[src/rtl/riscv_pkg.sv]
`default_nettype none
// ============================================================================
// Module      : riscv_pkg
// Description : Shared RV32I integer register-file constants and helpers.
// Revision    : 1.0 - initial release
// ============================================================================
package riscv_pkg;

    localparam int XLEN      = 32;
    localparam int REG_IDX_W = 5;
    localparam int NUM_REGS  = 32;

    localparam logic [REG_IDX_W-1:0] REG_ZERO = 5'd0;

    function automatic logic is_reg_zero(input logic [REG_IDX_W-1:0] idx);
        return (idx == REG_ZERO);
    endfunction

endpackage : riscv_pkg
`default_nettype wire

[src/rtl/riscv_regfile_xilinx_ram.sv]
`default_nettype none
// ============================================================================
// Module      : riscv_regfile_xilinx_ram
// Description : 32x32 single-write / single-async-read distributed-RAM wrapper.
// Revision    : 1.0 - initial release
// ============================================================================
module riscv_regfile_xilinx_ram
    import riscv_pkg::*;
(
    input  wire logic                 i_clk,
    input  wire logic                 i_we,
    input  wire logic [REG_IDX_W-1:0] i_waddr,
    input  wire logic [XLEN-1:0]      i_wdata,
    input  wire logic [REG_IDX_W-1:0] i_raddr,
    output logic      [XLEN-1:0]      o_rdata
);

    // No reset: LUTRAM contents come up as zero from device configuration.
    logic [XLEN-1:0] r_mem [NUM_REGS];

    always_ff @(posedge i_clk) begin
        if (i_we) begin
            r_mem[i_waddr] <= i_wdata;
        end
    end

    assign o_rdata = r_mem[i_raddr];

endmodule : riscv_regfile_xilinx_ram
`default_nettype wire

[src/rtl/riscv_base_regfile.sv]
`default_nettype none
// ============================================================================
// Module      : riscv_base_regfile
// Description : RV32I integer register file, 2 async read ports, 1 write port.
// Revision    : 1.0 - initial release
// ============================================================================
module riscv_base_regfile
    import riscv_pkg::*;
#(
    parameter int SUPPORT_REGFILE_XILINX = 0
)
(
    input  wire logic                 clk_i,
    input  wire logic                 rst_i,
    input  wire logic [REG_IDX_W-1:0] rd0_i,
    input  wire logic [XLEN-1:0]      rd0_value_i,
    input  wire logic [REG_IDX_W-1:0] ra0_i,
    input  wire logic [REG_IDX_W-1:0] rb0_i,
    output logic      [XLEN-1:0]      ra0_value_o,
    output logic      [XLEN-1:0]      rb0_value_o
);

    // Index zero doubles as the "no write" encoding from writeback.
    logic            w_wr_en;
    logic [XLEN-1:0] w_ra_data;
    logic [XLEN-1:0] w_rb_data;

    assign w_wr_en = !is_reg_zero(rd0_i);

    generate
        if (SUPPORT_REGFILE_XILINX != 0) begin : g_xilinx
            riscv_regfile_xilinx_ram u_ram_a (
                .i_clk   (clk_i),
                .i_we    (w_wr_en),
                .i_waddr (rd0_i),
                .i_wdata (rd0_value_i),
                .i_raddr (ra0_i),
                .o_rdata (w_ra_data)
            );

            riscv_regfile_xilinx_ram u_ram_b (
                .i_clk   (clk_i),
                .i_we    (w_wr_en),
                .i_waddr (rd0_i),
                .i_wdata (rd0_value_i),
                .i_raddr (rb0_i),
                .o_rdata (w_rb_data)
            );
        end else begin : g_generic
            logic [XLEN-1:0] w_rf [NUM_REGS];

            assign w_rf[0] = '0;

            for (genvar gi = 1; gi < NUM_REGS; gi++) begin : g_reg
                logic [XLEN-1:0] r_q;

                always_ff @(posedge clk_i or negedge rst_i) begin
                    if (!rst_i) begin
                        r_q <= '0;
                    end else if (w_wr_en && (rd0_i == REG_IDX_W'(gi))) begin
                        r_q <= rd0_value_i;
                    end
                end

                assign w_rf[gi] = r_q;
            end

            assign w_ra_data = w_rf[ra0_i];
            assign w_rb_data = w_rf[rb0_i];
        end
    endgenerate

    // No write-to-read forwarding: a same-cycle write shows up after the edge.
    assign ra0_value_o = is_reg_zero(ra0_i) ? '0 : w_ra_data;
    assign rb0_value_o = is_reg_zero(rb0_i) ? '0 : w_rb_data;

endmodule : riscv_base_regfile
`default_nettype wire

[config.mk]
export PLATFORM = sky130hd
export DESIGN_NAME = riscv_base_regfile
export DESIGN_NICKNAME = d
export VERILOG_FILES = /design/src/rtl/riscv_pkg.sv /design/src/rtl/riscv_regfile_xilinx_ram.sv /design/src/rtl/riscv_base_regfile.sv
export SDC_FILE = /design/constraint.sdc
export NUM_CORES = 2
export LEC_CHECK = 0
export CORE_ASPECT_RATIO = 0.7
export CORE_MARGIN = 10
export CORE_UTILIZATION = 37
export CTS_CLUSTER_DIAMETER = 80
export DETAILED_ROUTE_END_ITERATION = 10
export SLEW_MARGIN = 20
export SYNTH_ARGS = -nofsm -noshare
export SYNTH_HDL_FRONTEND = slang
export SYNTH_SLANG_ARGS = --single-unit
[constraint.sdc]
create_clock -name clk_i -period 2.7 [get_ports clk_i]
set_input_delay 0.54 -clock clk_i [delete_from_list [all_inputs] [get_ports clk_i]]
set_output_delay 0.54 -clock clk_i [all_outputs]
set_load 0.01 [all_outputs]
==> impl_metrics.ini <==
[timing]
period_share_pct = 112.5
layout_setup_ws_ns = -0.3375
tightest_slew_ns = 0.7026
finClkSkew_ns = 0
rsz0062_at_grt = yes
hold_slack_ns = 0.3424
hold_viol = 0
setup_viol = 64
final_max_slew_viol_count = 0
fin_crit_ns = 3.037
fmax_mhz = 329.2
slew_headroom_pct = 53.06

[synthesis]
yosys.area.top_type_share_pct = 46.69
avgSynthCellArea_um2 = 15.22
ys_async_sr_fraction_pct = 100.0
synthCells = 3494
yosysSeqAreaShare_pct = 46.69
synth_cell_types = 38
synth_ff_type = dfrtp_1
yosysTopAreaCell = dfrtp_1
netlist_area_mm2 = 0.05317
synth_edf_count = 0
synthTopCellsByArea = dfrtp_1, mux2_2, mux4_2
syn_nets = 3543
ys_warn_count = 0
ys_seq_elements = 992

[final_layout]
stdcell_count = 5889
n_fill_cell = 12420
largest_register_ffs = 992
nets = 3967
finalInstanceArea_mm2 = 0.06657
area_growth_pct = 25.22
regMostFlops = g_generic.g.r_q
drive_gt1_share_pct = 63.29
reg_top3 = g_generic.g.r_q: 992 flops

[floorplan]
die_area_mm2 = 0.1595
rows = 116
pin_count = 113
fp.dieW_um = 473.1
core-area_mm2 = 0.1428
initial_core_util_pct = 37.23
die_y_um = 337.2

[setup_path]
cp_slowest_stage_delay_ns = 0.53
critPathRequiredTime_ns = 2.16
cp-end-kind = output pin
r2r_start = g_generic.g_reg[23].r_q[2]$_DFFE_PN0P_
r2r_setup_slack_ns = 1.68
cp_cell_sequence = buf_16, buf_12, buf_12, buf_6, mux4_2, mux2i_2, o22ai_1, a211o_1, buf_2
timing.critical_path.slowest_stage_cell = mux4_2
r2r-end = g_generic.g_reg[23].r_q[2]$_DFFE_PN0P_
rr_worst_depth = 3
worstSetupStartpointType = input pin
critical_path_class = input pin to output pin
crit_cells = 9
crit_buf_inv = 5
critPathMaxFanout = 6
crit_path_frequent_cell = buf_12
path_delay_family = buffers and inverters
cp.arrival_ns = 2.50

[power]
power_density_mw_per_mm2 = 733.2
leakage_uw = 0.02801
ir_drop_mv = 0.5251

[clock_network]
htree_levels = 3
cts_tree = done
cts.path.max_buffers = 3
cts_sinks = 992
clkTransAtPathRegs_ns = 0.06
cts-buffers-inserted = 99
insertion_delay_ns = 0.73
cts-root-buf = clkbuf_16

[place]
place_hpwl_um = 118000
io_buffers = 112
place_inst = 5586
gp_congestion = 0.8315
place_area_mm2 = 0.06048
pre_cts_ws_ns = -0.8188

[drt]
antenna_left = 0
wire_per_inst_um = 31.72
drtIter0Drc = 3365
vias = 35820
drc = 0
wl_met1_um = 83890
wl_met2_um = 82870
routed_wl_um = 186800
first_pass_iters = 8
wl_met3_um = 14000
top_layer_used = met4
vias_per_cell = 6.083

[global_route]
grt_max_degree = 112
antenna_found_initial = 3
grt_pass1_wl_um = 270500
grt_remaining_overflow = 0
grt_pass1_vias = 36450
grt_usage_pct = 22.97

[flow_run]
cap_violations = 0

[run_status]
outcome = finished with violations
violations = setup timing

[min_path]
hold_path.class = input pin to async pin
what timing repair did:
item	CTS	global route
endpoints found under the hold margin	17	0
gates cloned	9	4
pin swaps	114	43
resized for setup	536	121
hold buffers	1	0
endpoints found under the setup margin	64	64
buffers inserted	80	45
logic make-up (layout without fill, tap and decap cells):
| family | Yosys count | after routing | share of synthesized area (%) |
|---|---|---|---|
| AOI/OAI and AO/OA | 299 | 299 | 4.036 |
| buffers and inverters | 390 | 895 | 3.532 |
| DFF | 992 | 992 | 46.69 |
| muxes | 1636 | 1636 | 44.23 |
| other | 0 | 2 | 0 |
| and+or+nand+nor | 177 | 177 | 1.511 |
layer usage:
| layer | global-route usage, % | vias up |
|---|---|---|
| met1 | 33.45 | 19580 |
| li1 | - | 14500 |
| met3 | 4.869 | 307 |
| met4 | 6.629 | 0 |
| met5 | 0 | - |
| met2 | 34.45 | 1440 |
synthesized netlist by cell type (2+ instances only):
library cell	n
a22oi_1	57
nand3b_1	3
o22ai_1	64
a221o_1	17
mux2i_1	114
nor2_1	49
clkbuf_1	193
mux2_1	16
nand2_1	67
a31oi_1	17
nand2b_1	22
nand3_1	16
o21a_1	12
buf_2	117
mux2_2	1058
a211o_1	33
nor3b_1	3
or3_1	5
a211oi_1	17
buf_6	19
buf_4	16
mux4_1	51
a221oi_1	14
nor2b_1	9
a21oi_1	2
o21ai_0	47
buf_1	38
mux4_2	397
buf_12	4
o32ai_1	17
inv_1	2
dfrtp_1	992
where the power goes:
group	switching, uW	internal, uW	total [uW]	leakage, uW
logic	4980	8010	13000	0.0142
registers	2650	18400	21000	0.0122
clock network	6400	8440	14800	0.00169
total	14000	34800	48800	0.0280
metrics by stage:
stage                     setup TNS (ns)  power [uW]  utilization (%)
after global placement            -41.51       32510            42.35
after CTS                         -14.37       48520            45.96
final                             -12.92       48810            46.61
after detailed placement          -41.09       32840            42.35
after floorplan                        0       28370                -
after global routing              -16.26       50860            46.61
layout by cell type, fill, tap and decap left out, types with 10 or more instances in the layout:
master              n
buf_8              10
dfrtp_1           992
clkinv_2           18
buf_16             18
buf_6              74
a221o_1            17
a31oi_4            15
nor2_1             34
a22oi_1            39
buf_2              24
mux2_2           1043
nor2_4             13
buf_4             388
a211o_1            29
nand2_2            13
buf_12            153
nand2_1            43
o22ai_1            46
mux2i_1            90
mux2_4             15
clkbuf_1           16
clkbuf_16         103
clkdlybuf4s50_1    38
mux2i_2            17
o22ai_2            16
bufinv_16          10
o21ai_0            36
a211oi_4           13
mux4_1             13
nand2_4            11
mux2_1             16
nand2b_4           17
clkbuf_8           25
a22oi_2            18
mux4_2            435
worst reg2reg max path, delay by kind of cell (launching register included):
kind                   cells  cell delay [ns]
DFF                        1             0.40
buffers and inverters      2             0.26
muxes                      1             0.25
worst max-delay path by stage:
stage,to,start
2_1_floorplan,ra0_value_o[29],ra0_i[0]
3_3_place_gp,rb0_value_o[31],rb0_i[0]
3_5_place_dp,rb0_value_o[31],rb0_i[0]
6_report,ra0_value_o[30],ra0_i[0]
4_1_cts,rb0_value_o[0],g_generic.g_reg[16].r_q[0]$_DFFE_PN0P_
5_1_grt,rb0_value_o[0],g_generic.g_reg[17].r_q[0]$_DFFE_PN0P_
cell type report:
class,count,area [um^2],area share (%)
well taps,1888,2362,3.548
multi-input cells,2112,27850,41.84
flip-flops and latches,992,24820,37.29
inverters,3,11.26,0.01691
clock inverters,42,571.8,0.8589
clock buffers,140,2882,4.328
repair buffers,710,8065,12.11
diodes,2,5.005,0.007518
No activity file was read; power rests on OpenSTA's default activity.
